--- config.mk ---
export PLATFORM = sky130hd
export DESIGN_NAME = cmd_decoder
export DESIGN_NICKNAME = d
export VERILOG_FILES = /design/src/rtl/drone_pkg.sv /design/src/rtl/slew_ramp.sv /design/src/rtl/cmd_decoder.sv
export SDC_FILE = /design/constraint.sdc
export NUM_CORES = 1
export LEC_CHECK = 0
export CORE_MARGIN = 2
export CORE_UTILIZATION = 40
export CTS_CLUSTER_DIAMETER = 150
export DETAILED_ROUTE_END_ITERATION = 10
export SYNTH_ARGS = -nofsm -noshare
export SYNTH_HDL_FRONTEND = slang
export SYNTH_SLANG_ARGS = --single-unit
--- constraint.sdc ---
create_clock -name i_clk -period 4.35 [get_ports i_clk]
set_clock_uncertainty 0.15 [all_clocks]
set_input_delay 0.87 -clock i_clk [delete_from_list [all_inputs] [get_ports i_clk]]
set_output_delay 0.87 -clock i_clk [all_outputs]
set_load 0.1 [all_outputs]
--- src/rtl/drone_pkg.sv ---
// Shared types for the flight command path:
// command byte codes, decoder states, setpoint width.
package drone_pkg;

  localparam int W = 16;

  typedef enum logic [1:0] {
    ST_IDLE   = 2'd0,
    ST_SPINUP = 2'd1,
    ST_FLY    = 2'd2,
    ST_LAND   = 2'd3
  } state_e;

  localparam logic [7:0] CMD_STOP    = 8'h00;
  localparam logic [7:0] CMD_TAKEOFF = 8'h01;
  localparam logic [7:0] CMD_LAND    = 8'h02;
  localparam logic [7:0] CMD_FWD     = 8'h03;
  localparam logic [7:0] CMD_BACK    = 8'h04;
  localparam logic [7:0] CMD_LEFT    = 8'h05;
  localparam logic [7:0] CMD_RIGHT   = 8'h06;
  localparam logic [7:0] CMD_HOVER   = 8'h07;
  localparam logic [7:0] CMD_YAW_L   = 8'h08;
  localparam logic [7:0] CMD_YAW_R   = 8'h09;

endpackage

--- src/rtl/slew_ramp.sv ---
// Slew-limited value: steps 1 LSB toward its target
// once every DIV cycles while running.
module slew_ramp #(
  parameter int W   = 16,
  parameter int DIV = 50000
) (
  input  logic         i_clk,
  input  logic         i_rst,
  input  logic         i_run,
  input  logic         i_clr,
  input  logic         i_set,
  input  logic [W-1:0] i_tgt,
  output logic [W-1:0] o_val,
  output logic         o_done,
  output logic         o_chg
);

  localparam int DW = (DIV > 1) ? $clog2(DIV) : 1;

  logic [DW-1:0] r_div;
  logic [DW-1:0] w_div_n;
  logic [W-1:0]  r_val;
  logic [W-1:0]  r_tgt;
  logic [W-1:0]  w_val_n;
  logic [W-1:0]  w_tgt_n;
  logic          w_wrap;
  logic          w_new_tgt;

  always_comb begin
    w_wrap    = i_run && (r_div == DW'(DIV - 1));
    w_new_tgt = i_set && (i_tgt != r_tgt);
    w_div_n   = '0;
    if (i_run && !w_wrap && !i_clr)
      w_div_n = r_div + 1'b1;
    w_val_n = r_val;
    w_tgt_n = r_tgt;
    // a fresh target swallows the step due this cycle
    if (i_clr) begin
      w_val_n = '0;
      w_tgt_n = '0;
    end else if (w_new_tgt) begin
      w_tgt_n = i_tgt;
    end else if (w_wrap) begin
      if (r_val < r_tgt)
        w_val_n = r_val + 1'b1;
      else if (r_val > r_tgt)
        w_val_n = r_val - 1'b1;
    end
  end

  always_ff @(posedge i_clk) begin
    if (i_rst) begin
      r_div <= '0;
      r_val <= '0;
      r_tgt <= '0;
    end else begin
      r_div <= w_div_n;
      r_val <= w_val_n;
      r_tgt <= w_tgt_n;
    end
  end

  assign o_val  = r_val;
  assign o_done = (r_val == r_tgt);
  assign o_chg  = (w_val_n != r_val);

endmodule

--- src/rtl/cmd_decoder.sv ---
// Byte command decoder: arm/disarm sequencing, throttle
// ramp, attitude setpoints and link-loss failsafe.
module cmd_decoder
  import drone_pkg::*;
#(
  parameter int W           = drone_pkg::W,
  parameter int THR_HOVER   = 600,
  parameter int ANGLE_STEP  = 100,
  parameter int YAW_STEP    = 200,
  parameter int RAMP_DIV    = 50000,
  parameter int TIMEOUT_CYC = 25000000
) (
  input  logic         i_clk,
  input  logic         i_rst,
  input  logic [7:0]   i_rx_data,
  input  logic         i_rx_valid,
  output logic         o_armed,
  output logic [W-1:0] o_thr_sp,
  output logic [W-1:0] o_pitch_sp,
  output logic [W-1:0] o_roll_sp,
  output logic [W-1:0] o_yaw_sp,
  output logic         o_sp_valid,
  output logic         o_cmd_err,
  output logic         o_failsafe,
  output logic [1:0]   o_fsm_state
);

  localparam int TW = $clog2(TIMEOUT_CYC + 1);
  localparam logic [W-1:0] HOVER = W'(THR_HOVER);
  localparam logic [W-1:0] ANG   = W'(ANGLE_STEP);
  localparam logic [W-1:0] YAW   = W'(YAW_STEP);

  state_e        r_state;
  state_e        w_state_n;
  logic          r_armed;
  logic          w_armed_n;
  logic [W-1:0]  r_pitch;
  logic [W-1:0]  r_roll;
  logic [W-1:0]  r_yaw;
  logic [W-1:0]  w_pitch_n;
  logic [W-1:0]  w_roll_n;
  logic [W-1:0]  w_yaw_n;
  logic          r_fs;
  logic          w_fs_n;
  logic          r_err;
  logic          w_err_n;
  logic          r_spv;
  logic          w_spv_n;
  logic [TW-1:0] r_tmo;
  logic [TW-1:0] w_tmo_n;

  logic          w_fly;
  logic          w_cnt_en;
  logic          w_expire;
  logic          w_run;
  logic          w_clr;
  logic          w_set;
  logic [W-1:0]  w_tgt;
  logic [W-1:0]  w_thr;
  logic          w_done;
  logic          w_thr_chg;

  slew_ramp #(
    .W   (W),
    .DIV (RAMP_DIV)
  ) u_thr (
    .i_clk  (i_clk),
    .i_rst  (i_rst),
    .i_run  (w_run),
    .i_clr  (w_clr),
    .i_set  (w_set),
    .i_tgt  (w_tgt),
    .o_val  (w_thr),
    .o_done (w_done),
    .o_chg  (w_thr_chg)
  );

  always_comb begin
    w_fly     = (r_state == ST_FLY);
    w_cnt_en  = (r_state == ST_SPINUP) || w_fly;
    w_run     = (r_state == ST_SPINUP) || (r_state == ST_LAND);
    w_expire  = w_cnt_en && !i_rx_valid &&
                (r_tmo == TW'(TIMEOUT_CYC - 1));
    w_state_n = r_state;
    w_armed_n = r_armed;
    w_pitch_n = r_pitch;
    w_roll_n  = r_roll;
    w_yaw_n   = r_yaw;
    w_fs_n    = r_fs;
    w_err_n   = 1'b0;
    w_clr     = 1'b0;
    w_set     = 1'b0;
    w_tgt     = '0;
    w_tmo_n   = w_cnt_en ? r_tmo + 1'b1 : '0;

    if (r_state == ST_SPINUP && w_done)
      w_state_n = ST_FLY;
    if (r_state == ST_LAND && w_done) begin
      w_state_n = ST_IDLE;
      w_armed_n = 1'b0;
    end

    if (w_expire) begin
      w_tmo_n   = '0;
      w_state_n = ST_LAND;
      w_fs_n    = 1'b1;
      w_pitch_n = '0;
      w_roll_n  = '0;
      w_yaw_n   = '0;
      w_set     = 1'b1;
    end

    // a received byte overrides ramp completion and expiry
    if (i_rx_valid) begin
      w_tmo_n = '0;
      unique case (i_rx_data)
        CMD_STOP: begin
          w_state_n = ST_IDLE;
          w_armed_n = 1'b0;
          w_pitch_n = '0;
          w_roll_n  = '0;
          w_yaw_n   = '0;
          w_fs_n    = 1'b0;
          w_clr     = 1'b1;
        end
        CMD_TAKEOFF: begin
          if (r_state == ST_IDLE ||
              r_state == ST_LAND) begin
            w_state_n = ST_SPINUP;
            w_armed_n = 1'b1;
            w_pitch_n = '0;
            w_roll_n  = '0;
            w_yaw_n   = '0;
            w_fs_n    = 1'b0;
            w_set     = 1'b1;
            w_tgt     = HOVER;
          end
        end
        CMD_LAND: begin
          if (w_cnt_en) begin
            w_state_n = ST_LAND;
            w_pitch_n = '0;
            w_roll_n  = '0;
            w_yaw_n   = '0;
            w_set     = 1'b1;
          end
        end
        CMD_FWD, CMD_BACK: begin
          if (w_fly) begin
            w_pitch_n = (i_rx_data == CMD_FWD) ? -ANG : ANG;
            w_roll_n  = '0;
            w_yaw_n   = '0;
          end
        end
        CMD_LEFT, CMD_RIGHT: begin
          if (w_fly) begin
            w_roll_n  = (i_rx_data == CMD_LEFT) ? -ANG : ANG;
            w_pitch_n = '0;
            w_yaw_n   = '0;
          end
        end
        CMD_HOVER: begin
          if (w_fly) begin
            w_pitch_n = '0;
            w_roll_n  = '0;
            w_yaw_n   = '0;
          end
        end
        CMD_YAW_L, CMD_YAW_R: begin
          if (w_fly)
            w_yaw_n = (i_rx_data == CMD_YAW_L) ? -YAW : YAW;
        end
        default: w_err_n = 1'b1;
      endcase
    end

    w_spv_n = w_thr_chg ||
              (w_pitch_n != r_pitch) ||
              (w_roll_n  != r_roll)  ||
              (w_yaw_n   != r_yaw);
  end

  always_ff @(posedge i_clk) begin
    if (i_rst) begin
      r_state <= ST_IDLE;
      r_armed <= 1'b0;
      r_pitch <= '0;
      r_roll  <= '0;
      r_yaw   <= '0;
      r_fs    <= 1'b0;
      r_err   <= 1'b0;
      r_spv   <= 1'b0;
      r_tmo   <= '0;
    end else begin
      r_state <= w_state_n;
      r_armed <= w_armed_n;
      r_pitch <= w_pitch_n;
      r_roll  <= w_roll_n;
      r_yaw   <= w_yaw_n;
      r_fs    <= w_fs_n;
      r_err   <= w_err_n;
      r_spv   <= w_spv_n;
      r_tmo   <= w_tmo_n;
    end
  end

  assign o_armed     = r_armed;
  assign o_thr_sp    = w_thr;
  assign o_pitch_sp  = r_pitch;
  assign o_roll_sp   = r_roll;
  assign o_yaw_sp    = r_yaw;
  assign o_sp_valid  = r_spv;
  assign o_cmd_err   = r_err;
  assign o_failsafe  = r_fs;
  assign o_fsm_state = r_state;

endmodule

==> run summary, run 1 <==
====================================================================================
Share of total power in the clock network                                      41.8%
Clock root cell                                                         sky130_fd_sc_hd__clkbuf_16
Number of nets produced by synthesis                                             712
Number of nets with antenna violations after routing                               0
Worst hold-check path type                                                   reg2reg
Layout net count                                                                 793
Starting DRT DRC Count                                                           338
Number of I/O pins                                                                81
Most prevalent standard cell on the critical path                       sky130_fd_sc_hd__or4_1
Y dimension of the die                                                        121 µm
Core Footprint                                                             13300 µm²
Port-buffer cells                                                                 80
Overflow after GRT                                                                 0
Most frequent cells after synthesis                                     112 x sky130_fd_sc_hd__dfxtp_1, 92 x sky130_fd_sc_hd__nor2_1, 85 x sky130_fd_sc_hd__nand2_1
Adder-cell area share of the yosys netlist                                     2.72%
Buffers plus inverters on the worst setup path                                     1
Portion of netlist area occupied by mux cells                                 0.727%
# H-tree levels                                                                    3
Total count of max-transition violations in the final report                       0
Clock slew seen by the registers of the worst setup and hold paths             80 ps
Sequential group share of total power                                          54.4%
Highest routed metal layer                                                      met4
Compound-cell area share of the yosys netlist                                  12.3%
Count of inserted antenna diode cells                                              0
Sequence of cells on the critical path                                  clkdlybuf4s50_1, and3b_1, nand4_1, a21oi_1, or4_1, or4_1, nor4_2, a31oi_1, or3_1
Number of buffers inserted by post-CTS setup repair                                0
Element type at the critical path end                                           flop
Worst slew pin tran                                                          1010 ps
Most used standard cell by instance count after synthesis               sky130_fd_sc_hd__dfxtp_1
Site row count                                                                    42
Cell count after synthesis                                                       689
Global placer's final weighted congestion                                      0.893
Dpl cells                                                                        935
Final core area utilization                                                    51.2%
Final cycle utilization of the critical path                                   88.2%
Vias/cell                                                                       5.54
Setup CP Type                                                                 in2reg
Post-cts repair resize count                                                       0
Time the worst path needs with I/O delays and setup                          3840 ps
Net switching power                                                         0.438 mW
Total power                                                                  1.88 mW
Clk Latency, worst-skew pair                                                  360 ps
Number of global-route vias before repair                                       4847
Xor-xnor portion of the synthesized cell area                                  7.47%
Length of routed wiring on met1                                              6.94 mm
GRT Total Usage                                                                20.3%
Area added between synthesis and finish                                        24.0%
Wirelength, routed                                                           14.9 mm
Yosys warning total                                                                0
Fmax achieved                                                                261 MHz
Clock tree from TritonCTS                                                        yes
Pwr dens                                                                  276 nW/µm²
Run status                                                              finished clean
Total of hold buffers inserted after clock tree synthesis                          0
Yosys top cell by area                                                  sky130_fd_sc_hd__dfxtp_1
Worst slew margin relative to its limit                                        32.8%
Max Root-Sink Buffers                                                              2
Post-synth design cell area                                                 5510 µm²
Wire length of the first global-routing pass                                 23.9 mm
Switching share of power                                                       23.2%
Most instantiated flip-flop cell in the synthesis netlist               sky130_fd_sc_hd__dfxtp_1
Initial antenna violation count                                                    0
Minimum setup slack after placement                                           175 ps
Routed length on met3                                                         768 µm
Synthesized-area fraction occupied by and/or/nand/nor cells                    32.8%
Crit-path max cell delay                                                      750 ps
Final Hold Vio Count                                                               0
Number of non-filler instances in the completed layout                           951
Total number of vias                                                            5269
Area of the die                                                            14700 µm²
Total CTS buffers                                                                  9
Number of synthesized flops with an enable pin                                     0
Worst-case setup margin in the final layout                                   513 ps
Num Clock Sinks                                                                  112
Mapped Avg Cell Area                                                        8.00 µm²
Number of max-cap violations                                                       0
Part of the Yosys area used for sequential elements                            40.7%
Category of the worst setup path launch point                           primary input
Routed wire per std cell                                                     15.7 µm
Wire length on met2                                                          6.93 mm
Number of failing setup endpoints in the final timing report                       0
Fraction of layout cells with a size suffix above 1                            6.19%
Maximum number of pins on one net before global-route repair                      50
LEAKAGE                                                                      2.34 nW
Setup tns final                                                                 0 ps
Portion of total power attributed to combinational logic                        3.8%
Proportion of synthesized flip-flops having asynchronous set or reset             0%
Largest delay share family, worst path                                  simple AND/OR/NAND/NOR gates
Required time worst endpoint                                                 4440 ps
Crit-path slowest cell                                                  sky130_fd_sc_hd__clkdlybuf4s50_1
Worst IR Drop VDD                                                         0.000198 V
Number of fill cells in the layout                                              1344
Drt drc                                                                            0
Starting Density                                                               41.3%
DRT Pass-1 Iters                                                                   5
Internal portion of total power                                              1.45 mW
Placed wire-length estimate                                                  10.9 mm
Setup repair after global routing missed its margin                            false
FF+latch count, synth                                                            112
Top cell type's share of synthesized area                                      40.7%
Number of unique standard cell types used by synthesis                            61
Critical path data arrival time                                              3930 ps
Main combinational cell family by area after synthesis                  simple AND/OR/NAND/NOR gates
Die width                                                                     121 µm
Worst Path Max Fanout                                                             11
Cells taking the most area after synthesis                              sky130_fd_sc_hd__dfxtp_1 41%, sky130_fd_sc_hd__nor2_1 6.3%, sky130_fd_sc_hd__nand2_1 5.8%
====================================================================================
cells in the final DEF, fill, tap and decap left out, types with 3 or more instances in the layout:
master / netlist / routed
sky130_fd_sc_hd__a31oi_1: 3 / 3
sky130_fd_sc_hd__a21oi_1: 54 / 54
sky130_fd_sc_hd__nand3_1: 36 / 36
sky130_fd_sc_hd__nor2b_1: 7 / 7
sky130_fd_sc_hd__nand2_1: 85 / 85
sky130_fd_sc_hd__or4_1: 4 / 4
sky130_fd_sc_hd__and3_1: 9 / 9
sky130_fd_sc_hd__or3_1: 13 / 13
sky130_fd_sc_hd__a32oi_1: 3 / 3
sky130_fd_sc_hd__dfxtp_1: 112 / 112
sky130_fd_sc_hd__ha_1: 12 / 12
sky130_fd_sc_hd__and2_1: 11 / 11
sky130_fd_sc_hd__o21ai_0: 16 / 16
sky130_fd_sc_hd__inv_6: 0 / 3
sky130_fd_sc_hd__o22ai_1: 4 / 4
sky130_fd_sc_hd__a22oi_1: 4 / 4
sky130_fd_sc_hd__nor3b_1: 3 / 3
sky130_fd_sc_hd__mux2i_1: 4 / 4
sky130_fd_sc_hd__or2_2: 4 / 4
sky130_fd_sc_hd__clkbuf_16: 0 / 9
sky130_fd_sc_hd__xor2_1: 30 / 30
sky130_fd_sc_hd__xnor2_1: 17 / 17
sky130_fd_sc_hd__buf_4: 1 / 19
sky130_fd_sc_hd__and4_1: 4 / 4
sky130_fd_sc_hd__nor3_1: 22 / 22
sky130_fd_sc_hd__nor2_1: 92 / 92
sky130_fd_sc_hd__nor4_1: 16 / 16
sky130_fd_sc_hd__nand2b_1: 9 / 9
sky130_fd_sc_hd__inv_1: 17 / 17
sky130_fd_sc_hd__clkdlybuf4s50_1: 0 / 79
sky130_fd_sc_hd__nor4b_1: 4 / 4
sky130_fd_sc_hd__nand4_1: 23 / 23
worst register-to-register path: cells and delay by family (launching register included):
family | cells | cell delay, ps
flip-flops | 1 | 410
AND/OR/NAND/NOR | 6 | 2140
AO/OA/AOI/OAI | 2 | 200
buffers and inverters | 1 | 70
adder cells (fa/ha/maj) | 1 | 380
stage by stage:
stage	cell area (µm²)	hold slack (ps)
floorplan	5510	268
global placement	6550	278
detailed placement	6550	289
CTS	6830	307
global route	6830	331
finish	6830	302
power groups by stage:
stage	clock (mW)	sequential, mW	combinational, mW
after floorplan	0	1.05	0.0364
after detailed placement	0	1.05	0.0707
after CTS	0.817	1.02	0.0710
final	0.788	1.03	0.0718
after global routing	0.850	1.03	0.0769
after global placement	0	1.05	0.0708
state kept, by name (all words and copies together), names as in the netlist, 2 cells and up:
| signal | flops |
|---|---|
| r_tmo | 25 |
| o_pitch_sp | 16 |
| o_roll_sp | 16 |
| o_yaw_sp | 16 |
| u_thr.o_val | 16 |
| u_thr.r_div | 16 |
| o_fsm_state | 2 |
kinds of logic (layout without fill, tap and decap cells):
family,count (synthesis),count (layout)
AND/OR/NAND/NOR,357,357
flip-flops,112,112
AO/OA/AOI/OAI,111,111
XOR/XNOR,47,47
buffers and inverters,46,132
adder cells (fa/ha/maj),12,12
multiplexers,4,4
routing by layer:
layer | track usage, % | vias up
li1 | - | 2604
met1 | 26.1 | 2469
met2 | 33.1 | 175
met3 | 5.17 | 21
met4 | 7.04 | 0
met5 | 0 | -
worst paths after layout:
check / start / endpoint / slack [ps] / depth (start not counted)
worst min register to register: u_thr.r_div[0]$_SDFF_PP0_ / u_thr.r_div[0]$_SDFF_PP0_ / 300 / 1
worst max-delay path: i_rx_data[2] / o_sp_valid$_SDFF_PP0_ / 510 / 9
worst min-delay path: u_thr.r_div[0]$_SDFF_PP0_ / u_thr.r_div[0]$_SDFF_PP0_ / 300 / 1
worst max register to register: o_fsm_state[0]$_SDFF_PP0_ / o_sp_valid$_SDFF_PP0_ / 900 / 10
area by class of cell:
class                           instances  area [µm²]  area share, %
Clock buffer                           10         229           3.35
Clock inverter                          6        50.0          0.733
Inverter                               17        63.8          0.934
Multi-Input combinational cell        531        3090           45.2
Sequential cell                       112        2240           32.8
Tap cell                              176         220           3.22
Timing Repair Buffer                   99         938           13.7
(Power assumes the default switching activity.)
==> run 2: changes to the inputs <==
--- a/config.mk
+++ b/config.mk
@@ -5,6 +5,7 @@
 export SDC_FILE = /design/constraint.sdc
 export NUM_CORES = 1
 export LEC_CHECK = 0
+export CORE_ASPECT_RATIO = 0.6
 export CORE_MARGIN = 2
 export CORE_UTILIZATION = 40
 export CTS_CLUSTER_DIAMETER = 150
==> run 2 against run 1 <==
Clock power is 2% higher; worst setup slack better by 18 ps; sequential cell count stayed put; first-iteration DRC count is 75% higher; sequential power hardly changed; non-clock buffer count is 3 lower; total power is 0.94% higher; worst hold slack better by 2.1 ps; cell area is 0.22% lower; global-route usage is 1.3 points higher.
==> run summary, run 2 (same netlist as run 1, synthesis figures left out) <==
=================================================================================
Site row count                                                                 33   -21%
Number of buffers inserted by post-CTS setup repair                             0   unchanged
LEAKAGE                                                                   2.33 nW   -0.39%
Worst slew margin relative to its limit                                     31.1%   -1.6 points
Fmax achieved                                                             262 MHz   +0.46%
Setup CP Type                                                              in2reg
Area added between synthesis and finish                                     23.7%
Routed wire per std cell                                                  16.6 µm   +5.9%
Worst hold-check path type                                                reg2reg
Worst slew pin tran                                                       1030 ps   +24.4 ps
Layout net count                                                              790   -0.38%
Placed wire-length estimate                                               11.7 mm   +6.7%
Category of the worst setup path launch point                        primary input
Worst Path Max Fanout                                                          13   +2
Number of global-route vias before repair                                    4806   -0.85%
Worst IR Drop VDD                                                      0.000166 V   -16%
Required time worst endpoint                                              4430 ps   about the same
Final cycle utilization of the critical path                                87.8%   -0.40 points
Hold slack final                                                           304 ps   +2.13 ps
Post-cts repair resize count                                                    0   unchanged
Total CTS buffers                                                               9   unchanged
Starting Density                                                            40.7%   -0.59 points
Wire length of the first global-routing pass                              25.4 mm   +6.1%
Area of the die                                                         14800 µm²   +0.21%
Total count of max-transition violations in the final report                    0   unchanged
Clock slew seen by the registers of the worst setup and hold paths          80 ps   about the same
Clk Latency, worst-skew pair                                               350 ps   about the same
Number of max-cap violations                                                    0   unchanged
Max Root-Sink Buffers                                                           2   unchanged
Register ranked first by flip-flop count                                    r_tmo
Critical path data arrival time                                           3900 ps   -30 ps
Overflow after GRT                                                              0   unchanged
Final core area utilization                                                 50.3%   -0.85 points
Fraction of layout cells with a size suffix above 1                         5.96%   -0.23 points
Commonest cells after routing, fill and taps aside                   112 x sky130_fd_sc_hd__dfxtp_1, 92 x sky130_fd_sc_hd__nor2_1, 85 x sky130_fd_sc_hd__nand2_1, 79 x sky130_fd_sc_hd__clkdlybuf4s50_1, 54 x sky130_fd_sc_hd__a21oi_1
Maximum number of pins on one net before global-route repair                   50   unchanged
Vias/cell                                                                    5.53   -0.17%
Drt drc                                                                         0   unchanged
Most common cell after layout, fill and taps aside                   sky130_fd_sc_hd__dfxtp_1
Global placer's final weighted congestion                                   0.889   -0.52%
Setup tns final                                                              0 ps   unchanged
Initial antenna violation count                                                 0   unchanged
Clock tree from TritonCTS                                                     yes
Pwr dens                                                               279 nW/µm²   +1.2%
DRT Pass-1 Iters                                                                5   unchanged
Largest register FFs                                                           25   unchanged
Y dimension of the die                                                    94.9 µm   -22%
Total number of vias                                                         5238   -0.59%
# H-tree levels                                                                 3   unchanged
Number of I/O pins                                                             81   unchanged
Run status                                                           finished clean
Wirelength, routed                                                        15.8 mm   +5.5%
Clock root cell                                                      sky130_fd_sc_hd__clkbuf_16
Element type at the critical path end                                        flop
Number of nets with antenna violations after routing                            0   unchanged
Num Clock Sinks                                                               112   unchanged
Starting DRT DRC Count                                                        593   +75%
Total of hold buffers inserted after clock tree synthesis                       0   unchanged
Count of inserted antenna diode cells                                           0   unchanged
Die width                                                                  156 µm   +28%
GRT Total Usage                                                             21.6%   +1.3 points
Time the worst path needs with I/O delays and setup                       3820 ps   -17.5 ps
Setup repair after global routing missed its margin                         false
Final Hold Vio Count                                                            0   unchanged
Number of fill cells in the layout                                           1271   -5.4%
Number of failing setup endpoints in the final timing report                    0   unchanged
Port-buffer cells                                                              80   unchanged
Core Footprint                                                          13500 µm²   +1.5%
=================================================================================
==> run 2: cell types whose count changed in the layout (fill, tap and decap cells not counted) <==
cell                       previous run  this run
sky130_fd_sc_hd__inv_8                0         3
sky130_fd_sc_hd__buf_4               19        16
sky130_fd_sc_hd__inv_6                3         0
sky130_fd_sc_hd__clkinv_2             0         1
sky130_fd_sc_hd__clkbuf_1             1         0
==> run 2: critical path: stages <==
cell and delay (ps):
sky130_fd_sc_hd__clkdlybuf4s50_1 750, sky130_fd_sc_hd__and3b_1 250, sky130_fd_sc_hd__nand4_1 120, sky130_fd_sc_hd__a21oi_1 60, sky130_fd_sc_hd__or4_1 500, sky130_fd_sc_hd__or4_1 550
sky130_fd_sc_hd__nor4_2 300, sky130_fd_sc_hd__a31oi_1 120, sky130_fd_sc_hd__or3_1 370
==> run 2: through the flow <==
stage / setup slack [ps] / instance area, µm² / total power [mW] / cells
after global placement: 253 / 6530 / 1.12 / 931
after floorplan: 561 / 5510 / 1.09 / 689
after CTS: 555 / 6820 / 1.93 / 947
after detailed placement: 202 / 6530 / 1.12 / 931
final: 530 / 6820 / 1.90 / 947
after global routing: 288 / 6820 / 1.98 / 947
==> run 2: report_power, final <==
group	internal [mW]	switching (mW)
registers	1.02	0.000488
logic	0.0242	0.0461
clock network	0.401	0.406
==> run 2: per-layer routing <==
layer	wire length (µm)	track usage (%)	vias up
met5	0	0	-
met4	127	3.98	0
met3	1480	5.64	10
met2	6340	30.3	192
met1	7830	33.1	2440
li1	-	-	2596
==> run 2: area by class of cell <==
| cell class | instances | area [µm²] | share of cell area [%] |
|---|---|---|---|
| clock inverters | 7 | 62.6 | 0.918 |
| well taps | 175 | 219 | 3.21 |
| inverters | 17 | 63.8 | 0.936 |
| flip-flops and latches | 112 | 2240 | 32.9 |
| multi-input cells | 531 | 3090 | 45.3 |
| clock buffers | 9 | 225 | 3.30 |
| repair buffers | 96 | 916 | 13.4 |
==> run 2: path summary, 6_finish.rpt <==
check	slack [ps]	from	to	cells past startpoint
min	300	u_thr.r_div[0]$_SDFF_PP0_	u_thr.r_div[0]$_SDFF_PP0_	1
max	530	i_rx_data[2]	o_sp_valid$_SDFF_PP0_	9
max reg2reg	900	u_thr.r_tgt[6]$_SDFFE_PP0P_	o_sp_valid$_SDFF_PP0_	10
min reg2reg	300	u_thr.r_div[0]$_SDFF_PP0_	u_thr.r_div[0]$_SDFF_PP0_	1
==> run 3: changes to the inputs <==
--- a/config.mk
+++ b/config.mk
@@ -10,6 +10,7 @@
 export CORE_UTILIZATION = 40
 export CTS_CLUSTER_DIAMETER = 150
 export DETAILED_ROUTE_END_ITERATION = 10
+export GPL_ROUTABILITY_DRIVEN = 0
 export SYNTH_ARGS = -nofsm -noshare
 export SYNTH_HDL_FRONTEND = slang
 export SYNTH_SLANG_ARGS = --single-unit
==> run 3 against run 2 <==
Sequential share of layout area barely moved; sequential cell count unchanged; cell area rose by 0.13%; clock power up 5.5%; utilization grew 0.065 points; non-clock buffer count down 1; worst hold slack gained 6.9 ps; sequential power about the same; routed wire length fell by 2.0%; global-route usage shrank 0.54 points; critical path type unchanged; largest cell class unchanged.
==> run summary, run 3 (same netlist as run 1, synthesis figures left out) <==
=================================================================================
Run status                                                           finished clean
Post-place instance area                                                 6520 µm²   -0.12%
Area of the die                                                         14800 µm²   unchanged
Number of global-route vias before repair                                    4836   +0.62%
Required time worst endpoint                                              4430 ps   about the same
Final Hold Vio Count                                                            0   unchanged
Register ranked first by flip-flop count                                    r_tmo
Clock root cell                                                      sky130_fd_sc_hd__clkbuf_16
Dpl cells                                                                     930   -0.11%
LEAKAGE                                                                   2.34 nW   +0.32%
Routed wire per std cell                                                  16.4 µm   -1.8%
Number of failing setup endpoints in the final timing report                    0   unchanged
Y dimension of the die                                                    94.9 µm   unchanged
GRT Total Usage                                                             21.1%   -0.54 points
DRT Pass-1 Iters                                                                5   unchanged
Wire length of the first global-routing pass                              24.8 mm   -2.1%
Overflow after GRT                                                              0   unchanged
Placed wire-length estimate                                               11.3 mm   -3.4%
Number of nets with antenna violations after routing                            0   unchanged
Most prevalent standard cell on the critical path                    sky130_fd_sc_hd__or4_1
Drt drc                                                                         0   unchanged
Worst IR Drop VDD                                                      0.000179 V   +7.5%
Setup CP Type                                                              in2reg
Max Root-Sink Buffers                                                           2   unchanged
Port-buffer cells                                                              80   unchanged
Worst slew margin relative to its limit                                     31.2%   +0.062 points
Sequence of cells on the critical path                               clkdlybuf4s50_1, and3b_1, nand4_1, a21oi_1, or4_1, or4_1, nor4_2, a31oi_1, or3_1
Die width                                                                  156 µm   unchanged
Worst hold-check path type                                                reg2reg
Crit-path max cell delay                                                   660 ps   -90 ps
Number of buffers inserted by post-CTS setup repair                             0   unchanged
Total number of vias                                                         5259   +0.40%
Area added between synthesis and finish                                     23.9%
Count of inserted antenna diode cells                                           0   unchanged
Worst-case setup margin in the final layout                                575 ps   +45.2 ps
Number of I/O pins                                                             81   unchanged
Element type at the critical path end                                        flop
Maximum number of pins on one net before global-route repair                   52   +4.0%
Category of the worst setup path launch point                        primary input
Number of max-cap violations                                                    0   unchanged
Worst slew pin tran                                                       1030 ps   -0.925 ps
Total count of max-transition violations in the final report                    0   unchanged
Number of non-filler instances in the completed layout                        945   -0.21%
Largest register FFs                                                           25   unchanged
Wirelength, routed                                                        15.5 mm   -2.0%
Time the worst path needs with I/O delays and setup                       3770 ps   -45.2 ps
Core Footprint                                                          13500 µm²   unchanged
Minimum setup slack after placement                                        269 ps   +66.7 ps
Crit-path slowest cell                                               sky130_fd_sc_hd__clkdlybuf4s50_1
Most common cell after layout, fill and taps aside                   sky130_fd_sc_hd__dfxtp_1
Vias/cell                                                                    5.57   +0.61%
Clock tree from TritonCTS                                                     yes
Final cycle utilization of the critical path                                86.8%   -1.0 points
Design Area, Final                                                       6830 µm²   +0.13%
Final core area utilization                                                 50.4%   +0.065 points
Total power                                                               1.95 mW   +2.3%
Clk Latency, worst-skew pair                                               350 ps   about the same
Hold slack final                                                           311 ps   +6.94 ps
Setup tns final                                                              0 ps   unchanged
Fraction of layout cells with a size suffix above 1                         5.71%   -0.24 points
Starting Density                                                            40.7%   unchanged
Critical path data arrival time                                           3860 ps   -40 ps
Total of hold buffers inserted after clock tree synthesis                       0   unchanged
# H-tree levels                                                                 3   unchanged
Worst Path Max Fanout                                                          14   +1
Post-cts repair resize count                                                    0   unchanged
Setup repair after global routing missed its margin                         false
Starting DRT DRC Count                                                        381   -36%
Initial antenna violation count                                                 0   unchanged
Site row count                                                                 33   unchanged
Total CTS buffers                                                               9   unchanged
Layout net count                                                              789   -0.13%
Clock slew seen by the registers of the worst setup and hold paths          70 ps   about the same
Num Clock Sinks                                                               112   unchanged
Commonest cells after routing, fill and taps aside                   112 x sky130_fd_sc_hd__dfxtp_1, 92 x sky130_fd_sc_hd__nor2_1, 85 x sky130_fd_sc_hd__nand2_1, 79 x sky130_fd_sc_hd__clkdlybuf4s50_1, 54 x sky130_fd_sc_hd__a21oi_1
Fmax achieved                                                             265 MHz   +1.2%
Pwr dens                                                               285 nW/µm²   +2.1%
=================================================================================
## run 3: cell types whose count changed in the layout (fill, tap and decap cells not counted)
cell,before,now
sky130_fd_sc_hd__inv_6,0,2
sky130_fd_sc_hd__buf_4,16,15
sky130_fd_sc_hd__clkinv_2,1,0
sky130_fd_sc_hd__clkinvlp_4,2,0
sky130_fd_sc_hd__clkbuf_8,0,1
sky130_fd_sc_hd__bufinv_16,0,1
sky130_fd_sc_hd__clkinv_4,1,2
sky130_fd_sc_hd__inv_8,3,0
## run 3: final timing paths
path	endpoint	cells past startpoint	slack [ps]	from
worst max-delay path	o_sp_valid$_SDFF_PP0_	9	580	i_rx_data[3]
worst min-delay path	o_armed$_SDFF_PP0_	2	310	o_armed$_SDFF_PP0_
worst max register to register	o_sp_valid$_SDFF_PP0_	10	930	u_thr.r_tgt[6]$_SDFFE_PP0P_
worst min register to register	o_armed$_SDFF_PP0_	2	310	o_armed$_SDFF_PP0_
## run 3: worst max-delay path: cells and delay by family
family	cells	cell delay, ps
compound gates	2	170
simple gates	6	2150
buf+inv	1	660
## run 3: area by class of cell
cell class | count | area [µm²]
Fill cell | 1290 | 6720
Multi-Input combinational cell | 531 | 3090
Sequential cell | 112 | 2240
Timing Repair Buffer | 95 | 908
Clock buffer | 10 | 239
Tap cell | 175 | 219
Clock inverter | 5 | 65.1
Inverter | 17 | 63.8
## run 3: report_power, final
part	leakage [nW]	internal (mW)	switching [mW]	total, mW
sequential	0.902	1.02	0.000249	1.03
combinational	1.29	0.0236	0.0461	0.0697
clock	0.150	0.466	0.385	0.851
## run 3: layer usage
layer / global-route usage, % / up-vias / wire length, µm
li1: - / 2587 / -
met1: 32.3 / 2442 / 7950
met2: 29.0 / 205 / 6120
met3: 5.46 / 25 / 1190
met4: 4.97 / 0 / 193
met5: 0 / - / 0
